**src/rtl/glyph_pkg.sv**
```systemverilog
// Shared glyph code tables, operator codes and assembler state encoding.
package glyph_pkg;

    localparam logic [5:0] C_D0   = 6'b101010;
    localparam logic [5:0] C_D1   = 6'b010101;
    localparam logic [5:0] C_D4   = 6'b100110;
    localparam logic [5:0] C_D6   = 6'b011011;
    localparam logic [5:0] C_D7   = 6'b010110;
    localparam logic [5:0] C_D8   = 6'b101011;
    localparam logic [5:0] C_D9   = 6'b100111;
    // Shared coarse shape for 2/3/5; the fine field separates them.
    localparam logic [5:0] C_FINE = 6'b010111;

    localparam logic [1:0] F_D2 = 2'b10;
    localparam logic [1:0] F_D5 = 2'b01;
    localparam logic [1:0] F_D3 = 2'b11;

    localparam logic [3:0] SYM_11 = 4'b1010;
    localparam logic [3:0] SYM_01 = 4'b0101;
    localparam logic [3:0] SYM_10 = 4'b0000;

    localparam logic [1:0] OP_01 = 2'b01;
    localparam logic [1:0] OP_10 = 2'b10;
    localparam logic [1:0] OP_11 = 2'b11;

    typedef enum logic [1:0] {S_A, S_B, S_OUT, S_ERR} state_t;

endpackage

```
**src/rtl/glyph_decode.sv**
```systemverilog
// Combinational classifier: turns one glyph feature record into a digit
// value or an operator code, flagging codes that match neither table.
module glyph_decode
    import glyph_pkg::*;
(
    input  logic       in_kind,
    input  logic [7:0] in_feat,
    input  logic [3:0] in_sym,
    output logic       is_digit,
    output logic [3:0] digit,
    output logic       is_sym,
    output logic [1:0] op,
    output logic       code_bad
);

    logic dig_ok;
    logic sym_ok;

    always_comb begin
        dig_ok = 1'b1;
        digit  = '0;
        case (in_feat[7:2])
            C_D0: digit = 4'd0;
            C_D1: digit = 4'd1;
            C_D4: digit = 4'd4;
            C_D6: digit = 4'd6;
            C_D7: digit = 4'd7;
            C_D8: digit = 4'd8;
            C_D9: digit = 4'd9;
            C_FINE: begin
                case (in_feat[1:0])
                    F_D2:    digit = 4'd2;
                    F_D5:    digit = 4'd5;
                    F_D3:    digit = 4'd3;
                    default: dig_ok = 1'b0;
                endcase
            end
            default: dig_ok = 1'b0;
        endcase
    end

    always_comb begin
        sym_ok = 1'b1;
        op     = '0;
        case (in_sym)
            SYM_11:  op = OP_11;
            SYM_01:  op = OP_01;
            SYM_10:  op = OP_10;
            default: sym_ok = 1'b0;
        endcase
    end

    assign is_digit = !in_kind && dig_ok;
    assign is_sym   = in_kind && sym_ok;
    assign code_bad = in_kind ? !sym_ok : !dig_ok;

endmodule

```
**src/rtl/glyph_expr_assembler.sv**
```systemverilog
// Streams glyph records into "A op B" expression records: FSM, decimal
// operand accumulators and a registered output held until downstream accepts.
module glyph_expr_assembler
    import glyph_pkg::*;
#(
    parameter int unsigned MAX_DIGITS = 4,
    parameter int unsigned OP_W       = 14
) (
    input  logic            clk,
    input  logic            rst,
    input  logic            in_valid,
    output logic            in_ready,
    input  logic            in_kind,
    input  logic [7:0]      in_feat,
    input  logic [3:0]      in_sym,
    input  logic            in_last,
    output logic            out_valid,
    input  logic            out_ready,
    output logic [OP_W-1:0] out_a,
    output logic [OP_W-1:0] out_b,
    output logic [1:0]      out_op,
    output logic            out_err
);

    localparam int unsigned CW = $clog2(MAX_DIGITS + 1);

    state_t          state_q, state_d, proc_state;
    logic [OP_W-1:0] acc_a_q, acc_a_d, acc_b_q, acc_b_d;
    logic [CW-1:0]   cnt_a_q, cnt_a_d, cnt_b_q, cnt_b_d;
    logic [1:0]      op_q, op_d;
    logic            err_q, err_d;
    logic            out_valid_q, out_valid_d;
    logic [OP_W-1:0] out_a_q, out_a_d, out_b_q, out_b_d;
    logic [1:0]      out_op_q, out_op_d;
    logic            out_err_q, out_err_d;

    logic       is_digit, is_sym, code_bad, accept, fault;
    logic [3:0] digit;
    logic [1:0] dec_op;

    glyph_decode u_decode (
        .in_kind  (in_kind),
        .in_feat  (in_feat),
        .in_sym   (in_sym),
        .is_digit (is_digit),
        .digit    (digit),
        .is_sym   (is_sym),
        .op       (dec_op),
        .code_bad (code_bad)
    );

    // x*10 + d as shift-add; the digit-count limit keeps it within OP_W.
    function automatic logic [OP_W-1:0] mul10_add(input logic [OP_W-1:0] x,
                                                  input logic [3:0] d);
        return (x << 3) + (x << 1) + OP_W'(d);
    endfunction

    assign in_ready = (state_q != S_OUT);
    assign accept   = in_valid && in_ready;

    always_comb begin
        state_d     = state_q;
        proc_state  = state_q;
        acc_a_d     = acc_a_q;
        acc_b_d     = acc_b_q;
        cnt_a_d     = cnt_a_q;
        cnt_b_d     = cnt_b_q;
        op_d        = op_q;
        err_d       = err_q;
        out_valid_d = out_valid_q;
        out_a_d     = out_a_q;
        out_b_d     = out_b_q;
        out_op_d    = out_op_q;
        out_err_d   = out_err_q;
        fault       = 1'b0;

        if (accept) begin
            case (state_q)
                S_A: begin
                    if (code_bad) begin
                        fault = 1'b1;
                    end else if (is_digit) begin
                        if (cnt_a_q == CW'(MAX_DIGITS)) begin
                            fault = 1'b1;
                        end else begin
                            acc_a_d = mul10_add(acc_a_q, digit);
                            cnt_a_d = cnt_a_q + CW'(1);
                        end
                    end else if (is_sym) begin
                        if (cnt_a_q == '0) begin
                            fault = 1'b1;
                        end else begin
                            op_d       = dec_op;
                            proc_state = S_B;
                        end
                    end
                end
                S_B: begin
                    if (code_bad || is_sym) begin
                        fault = 1'b1;
                    end else if (is_digit) begin
                        if (cnt_b_q == CW'(MAX_DIGITS)) begin
                            fault = 1'b1;
                        end else begin
                            acc_b_d = mul10_add(acc_b_q, digit);
                            cnt_b_d = cnt_b_q + CW'(1);
                        end
                    end
                end
                default: ;
            endcase

            if (fault) begin
                err_d      = 1'b1;
                proc_state = S_ERR;
            end
            state_d = proc_state;

            // Record judged on the state/count after this glyph is applied.
            if (in_last) begin
                state_d     = S_OUT;
                out_valid_d = 1'b1;
                out_a_d     = acc_a_d;
                out_b_d     = acc_b_d;
                out_op_d    = op_d;
                out_err_d   = err_d || (proc_state != S_B) || (cnt_b_d == '0);
            end
        end else if (state_q == S_OUT && out_ready) begin
            state_d     = S_A;
            out_valid_d = 1'b0;
            acc_a_d     = '0;
            acc_b_d     = '0;
            cnt_a_d     = '0;
            cnt_b_d     = '0;
            op_d        = '0;
            err_d       = 1'b0;
        end
    end

    always_ff @(posedge clk or posedge rst) begin
        if (rst) begin
            state_q     <= S_A;
            acc_a_q     <= '0;
            acc_b_q     <= '0;
            cnt_a_q     <= '0;
            cnt_b_q     <= '0;
            op_q        <= '0;
            err_q       <= 1'b0;
            out_valid_q <= 1'b0;
            out_a_q     <= '0;
            out_b_q     <= '0;
            out_op_q    <= '0;
            out_err_q   <= 1'b0;
        end else begin
            state_q     <= state_d;
            acc_a_q     <= acc_a_d;
            acc_b_q     <= acc_b_d;
            cnt_a_q     <= cnt_a_d;
            cnt_b_q     <= cnt_b_d;
            op_q        <= op_d;
            err_q       <= err_d;
            out_valid_q <= out_valid_d;
            out_a_q     <= out_a_d;
            out_b_q     <= out_b_d;
            out_op_q    <= out_op_d;
            out_err_q   <= out_err_d;
        end
    end

    assign out_valid = out_valid_q;
    assign out_a     = out_a_q;
    assign out_b     = out_b_q;
    assign out_op    = out_op_q;
    assign out_err   = out_err_q;

endmodule

```
**config.mk**
```make
export PLATFORM = sky130hd
export DESIGN_NAME = glyph_expr_assembler
export DESIGN_NICKNAME = d
export VERILOG_FILES = /design/src/rtl/glyph_pkg.sv /design/src/rtl/glyph_decode.sv /design/src/rtl/glyph_expr_assembler.sv
export SDC_FILE = /design/constraint.sdc
export NUM_CORES = 1
export LEC_CHECK = 0
export ABC_AREA = 1
export BUFFER_PORTS_ARGS = -buffer_cell sky130_fd_sc_hd__buf_2
export CORE_MARGIN = 1.5
export CORE_UTILIZATION = 54
export DETAILED_ROUTE_END_ITERATION = 8
export GPL_TIMING_DRIVEN = 0
export PLACE_DENSITY = 0.77
export SETUP_SLACK_MARGIN = 0.02
export SKIP_LAST_GASP = 1
export SLEW_MARGIN = 10
export SYNTH_ARGS = -nofsm -noshare
export SYNTH_HDL_FRONTEND = slang
export SYNTH_HIERARCHICAL = 1
export SYNTH_SLANG_ARGS = --single-unit
```
**constraint.sdc**
```tcl
create_clock -name clk -period 2.2 [get_ports clk]
set_clock_uncertainty 0.1 [all_clocks]
set_input_delay 0.22 -clock clk [delete_from_list [all_inputs] [get_ports clk]]
set_output_delay 0.22 -clock clk [all_outputs]
set_load 0.01 [all_outputs]
```
==> impl_metrics.toml, run 1 <==
[status]
run_status = "finished, violations left"
violations = "negative setup slack"

[sta]
tns_ns = -3.07
fin_hold_ws_ns = 0.0647
min_period_ns = 2.37
hold_violations = 0
clock.fmax_mhz = 422
rsz0062_at_grt = "yes"
maxSlewHeadroom = 0.616
finalWorstSetupSlack_ns = -0.171
tightest_slew_ns = 0.577
maxSlewViolCount = 0
setup_viol = 36
finalCritPeriodShare = 1.08

[synthesis]
synth_top_family_by_area = "simple AND/OR/NAND/NOR gates"
synth_top_cell_by_area = "dfrtp_1"
synthSimpleGateAreaFrac = 0.338
synth_area_sq_um = 5200
synthAdderAreaFrac = 0.131
yosys_warnings = 6
synth.net_count = 791
synth_compound_area_frac = 0.0878
ys_ff_latch = 71
synth_area_leaders = "dfrtp_1 34%, nand2_1 18%, ha_1 12%"
avgSynthCellArea_sq_um = 7.21
synthDistinctLibCells = 36
synthMuxAreaShare = 0
syn_inst = 721
yosys.area.top_type_share = 0.342
synthXorXnorAreaFrac = 0.0118
yosysSeqAreaShare = 0.342

[route]
ant_nets = 0
routed_wl_mm = 15.6
firstDrtPassIters = 5
routedWlPerCell_um = 16.4
vias = 5369
drc = 0
vias_per_cell = 5.63
drt-initial-drc-count = 283

[job]
drv_cap = 0

[critical_path]
startpoint_type = "primary input"
crit_arrival_ns = 2.52
crit_required_ns = 2.35
crit_path_end_kind = "register"
worstPathMaxFanout = 3
criticalPathCategory = "in -> reg"

[layout]
final_cell_mix = "230 x nand2_1, 81 x inv_1, 70 x dfrtp_1, 53 x buf_2, 36 x nand3_2"
syn_to_final_growth_pct = 32.9
final_cell_count_no_fill = 954
final_common_cell = "nand2_1"
n_fill_cell = 670
nets = 890
diodes = 0
drive_gt1_frac = 0.342

[clock_network]
cts_made_buffers = 9
worstSkewPairLatency_ns = 0.36
cts_tree = "yes"
root_buffer = "clkbuf_8"
clock_sinks = 71
h-tree-depth = 3
clk_pin_slew_worst_paths_ns = 0.08
cts.path.max_buffers = 2

[die]
ios = 51
dieArea_sq_um = 10200
core_sq_um = 9280
die_x_um = 101
die_h_um = 101
num_rows = 35
initial_core_util = 0.560

[global_routing]
grtUsageTotal = 0.285
grt_first_pass_wirelength_mm = 22.9
grt_max_degree = 43
antenna_found_initial = 0
grt_pass1_vias = 5042
overflow = 0

[power_and_ir_drop]
peakVddDrop_uv = 377
leakagePower_uw = 0.00375
power_density_nw_per_um2 = 657

[worst_hold_path]
min_path_type = "in -> reg"

[placed_design]
gp_congestion = 0.934
placedCellCount = 901
dp_hpwl_mm = 9.88
pre_cts_slack_ns = -0.700
portBuffers = 50
-- repair_timing --
item / 4_1_cts / 5_1_grt
gates cloned: 0 / 1
gates resized for setup: 62 / 89
endpoints found under the setup margin: 42 / 59
hold buffers: 2 / 0
pin swaps: 33 / 45
setup buffers: 18 / 16
endpoints found under the hold margin: 30 / 0
-- flip-flops by register name, indices dropped and copies added (netlist names) --
signal	cells
state_q	2
acc_b_q	14
err_q	1
out_a	14
out_err	1
out_op	2
op_q	2
cnt_b_q	3
acc_a_q	14
out_b	14
cnt_a_q	3
out_valid	1
-- worst max-delay path, cell delays in order --
cell and delay, ns:
buf_4 0.13, nand2_4 0.08, inv_2 0.06, nand3_2 0.07, a21boi_2 0.18, o211ai_1 0.10, buf_4 0.18, ha_4 0.22
ha_4 0.16, fa_2 0.41, nand2_2 0.12, nand3_4 0.09, nand4_1 0.14, a21o_1 0.15, nand3_2 0.09, nand3_2 0.08
nand2_1 0.05
-- metal layers --
layer	wire length, um	up-vias	GRT usage
met5	0	-	0
met4	459	0	0.100
met3	909	44	0.0407
met2	8000	232	0.507
met1	6240	2560	0.355
li1	-	2533	-
-- cell usage after synthesis, drive strengths merged --
cell	number
nor3	2
ha	48
fa	4
nor2	38
xor2	7
o22ai	15
o21ai	42
nand4	10
a31oi	3
dfrtp	71
nand3b	1
o221ai	1
inv	99
nand3	76
buf	15
or2	9
o211ai	1
a21oi	13
a21boi	1
a21o	2
nand2	261
o21bai	2
-- cell families (layout without fill, tap and decap cells) --
logic type,Yosys count,count (layout)
and+or+nand+nor,397,397
buffers and inverters,114,218
AOI/OAI and AO/OA,80,80
DFF,71,71
adders and majority gates,52,52
xor gates and xnor gates,7,7
-- where the power goes --
group          internal [uW]  total [uW]  switching [uW]
Clock                    647        1200             549
Sequential              1530        1680             155
Combinational            600        1660            1060
Total                   2770        4540            1770
-- area by class of cell --
type	count	area [sq um]	area share
inverters	99	389	0.0563
flip-flops and latches	71	1780	0.257
well taps	129	161	0.0234
clock inverters	6	93.8	0.0136
clock buffers	10	128	0.0185
plain buffers	15	104	0.0150
multi-input cells	536	3650	0.528
repair buffers	88	607	0.0878
-- worst paths after layout --
path | to | depth (start not counted) | slack (ns) | startpoint
min in group asynchronous | out_a[12] | 3 | 0.30 | rst
worst max register to register | acc_a_q[4] | 10 | -0.13 | acc_a_q[0]
worst min register to register | out_b[10] | 2 | 0.38 | out_b[10]
max in group asynchronous | acc_b_q[5] | 4 | 1.15 | rst
worst max-delay path | out_b[10] | 17 | -0.17 | in_feat[3]
worst min-delay path | state_q[1] | 3 | 0.06 | in_last
-- per-stage QoR --
| step | area, sq um | util | total power, uW |
|---|---|---|---|
| after floorplan | 5320 | - | 2620 |
| after global placement | 5730 | 0.617 | 3070 |
| after detailed placement | 5750 | 0.620 | 3110 |
| after CTS | 6390 | 0.689 | 4400 |
| after global routing | 6910 | 0.744 | 4790 |
| final | 6910 | 0.744 | 4540 |
Note: power is estimated with default switching activity, not from simulation.
==> inputs of run 2 (changes only) <==
- CORE_MARGIN: 1.5 -> 1
- GPL_ROUTABILITY_DRIVEN: not set -> 0
==> run 2 against run 1 <==
  * Critical path type unchanged
  * Combinational power shrank 2%
  * Worst hold slack lost 0.020 ns
  * Global-route usage grew 1.2 points
  * Largest power group unchanged
  * Flip-flop and latch count is the same
  * Critical endpoint is now acc_b_q[8]
  * The flow still finishes with violations (negative setup slack)
==> impl_metrics.toml, run 2 (synthesized netlist as in run 1, its figures left out) <==
[clock_network]
cts_made_buffers = 9
cts_tree = "yes"
clk_pin_slew_worst_paths_ns = 0.08
worstSkewPairLatency_ns = 0.36
root_buffer = "clkbuf_8"
clock_sinks = 71
h-tree-depth = 3
cts.path.max_buffers = 2

[critical_path]
slowest_delay_ns = 0.42
startpoint_type = "primary input"
crit_family = "adder cells"
crit_arrival_ns = 2.63
crit_buf_inv = 4
crit_path_end_kind = "register"
path_common_cell = "nand2_1"
crit_required_ns = 2.40
critical_path.slowest_cell = "fa_2"
worstPathMaxFanout = 3
cp_cell_sequence = "buf_8 > inv_8 > nand2_4 > nor2_4 > nand3_2 > o211ai_1 > buf_4 > ha_4 > ha_4 > fa_2 > buf_6 > nand2_2 > nand3_2 > a21oi_2 > o21ai_2 > nand2_1 > nand2_1 > nand2_1"
criticalPathCategory = "in -> reg"

[layout]
syn_to_final_growth_pct = 28.3
fin_util = 0.719
nets = 875
final_cell_mix = "232 x nand2_1, 81 x inv_1, 71 x dfrtp_1, 53 x buf_2, 35 x ha_1"
drive_gt1_frac = 0.310
n_fill_cell = 691
final_common_cell = "nand2_1"
diodes = 0

[job]
drv_cap = 0

[global_routing]
antenna_found_initial = 0
grt_max_degree = 44
grt_pass1_vias = 5154
overflow = 0
grt_first_pass_wirelength_mm = 23.4
grtUsageTotal = 0.297

[route]
ant_nets = 0
firstDrtPassIters = 5
routed_wl_mm = 14.5
drc = 0
vias = 5222
drt-initial-drc-count = 334
vias_per_cell = 5.56
routedWlPerCell_um = 15.4

[status]
run_status = "finished, violations left"
violations = "negative setup slack"

[die]
num_rows = 35
ios = 51
dieArea_sq_um = 10000
die_h_um = 100
die_x_um = 100
core_sq_um = 9280
initial_core_util = 0.560

[power_and_ir_drop]
power_density_nw_per_um2 = 672
peakVddDrop_uv = 324
leakagePower_uw = 0.00368

[sta]
tightest_slew_ns = 0.544
maxSlewHeadroom = 0.638
maxSlewViolCount = 0
setup_viol = 38
hold_violations = 0
finalWorstSetupSlack_ns = -0.224
min_period_ns = 2.42
rsz0062_at_grt = "yes"
tns_ns = -4.17
clock.fmax_mhz = 413
finalCritPeriodShare = 1.10

[worst_hold_path]
min_path_type = "in -> reg"

[placed_design]
dp_hpwl_mm = 9.94
portBuffers = 50
run 2: cell count changes in the layout (fill, tap and decap cells not counted), moves of 3 or more:
| cell | delta |
|---|---|
| ha_1 | +4 |
| a21oi_1 | +4 |
| ha_4 | -4 |
| buf_4 | -12 |
| nor2_1 | +3 |
| a21oi_2 | -3 |
run 2: final cells by class:
class | count | area (sq um) | area share
plain buffers | 15 | 96.3 | 0.0144
clock buffers | 9 | 124 | 0.0186
clock inverters | 7 | 95.1 | 0.0142
inverters | 99 | 389 | 0.0583
multi-input cells | 536 | 3540 | 0.531
flip-flops and latches | 71 | 1780 | 0.266
well taps | 129 | 161 | 0.0242
repair buffers | 73 | 487 | 0.0729
run 2: report_power, final:
part,switching [uW],total [uW],leakage (uW),internal [uW]
logic,1050,1620,0.00259,572
registers,150,1680,0.000976,1530
clock network,546,1190,0.000110,640
total,1740,4480,0.00368,2740
run 2: what timing repair did:
action,CTS,global route
setup buffers,15,5
gates resized for setup,58,67
hold buffers,2,0
endpoints found under the setup margin,44,57
pin swaps,40,44
endpoints found under the hold margin,29,0
run 2: layer usage:
metal  global-route usage  wire length, um
met5                    0                0
met4                0.126              370
met3               0.0334              642
met2                0.527             7470
met1                0.366             5990
run 2: path summary, 6_finish.rpt:
check	startpoint	endpoint	slack, ns	depth (start not counted)
worst max-delay path	in_feat[5]	acc_b_q[8]	-0.22	18
worst min-delay path	in_last	state_q[1]	0.04	3
worst max register to register	acc_b_q[2]	acc_b_q[8]	-0.19	12
worst min register to register	out_b[11]	out_b[11]	0.38	2
max in group asynchronous	rst	cnt_b_q[2]	1.15	4
min in group asynchronous	rst	out_a[12]	0.29	3
run 2: worst min-delay path: cells and delay by family:
| kind | cells | cell delay [ns] |
|---|---|---|
| AOI/OAI and AO/OA | 2 | 0.14 |
| buffers and inverters | 1 | 0.11 |
run 2: metrics by stage:
step,setup WS (ns),power (uW),std cells,area [sq um],hold slack (ns)
finish,-0.224,4480,939,6670,0.0448
global route,-0.347,4740,939,6670,0.0821
CTS,-0.144,4370,934,6370,0.0407
detailed placement,-0.768,3110,901,5750,0.138
global placement,-0.790,3070,900,5730,0.353
floorplan,-0.151,2620,721,5320,0.228
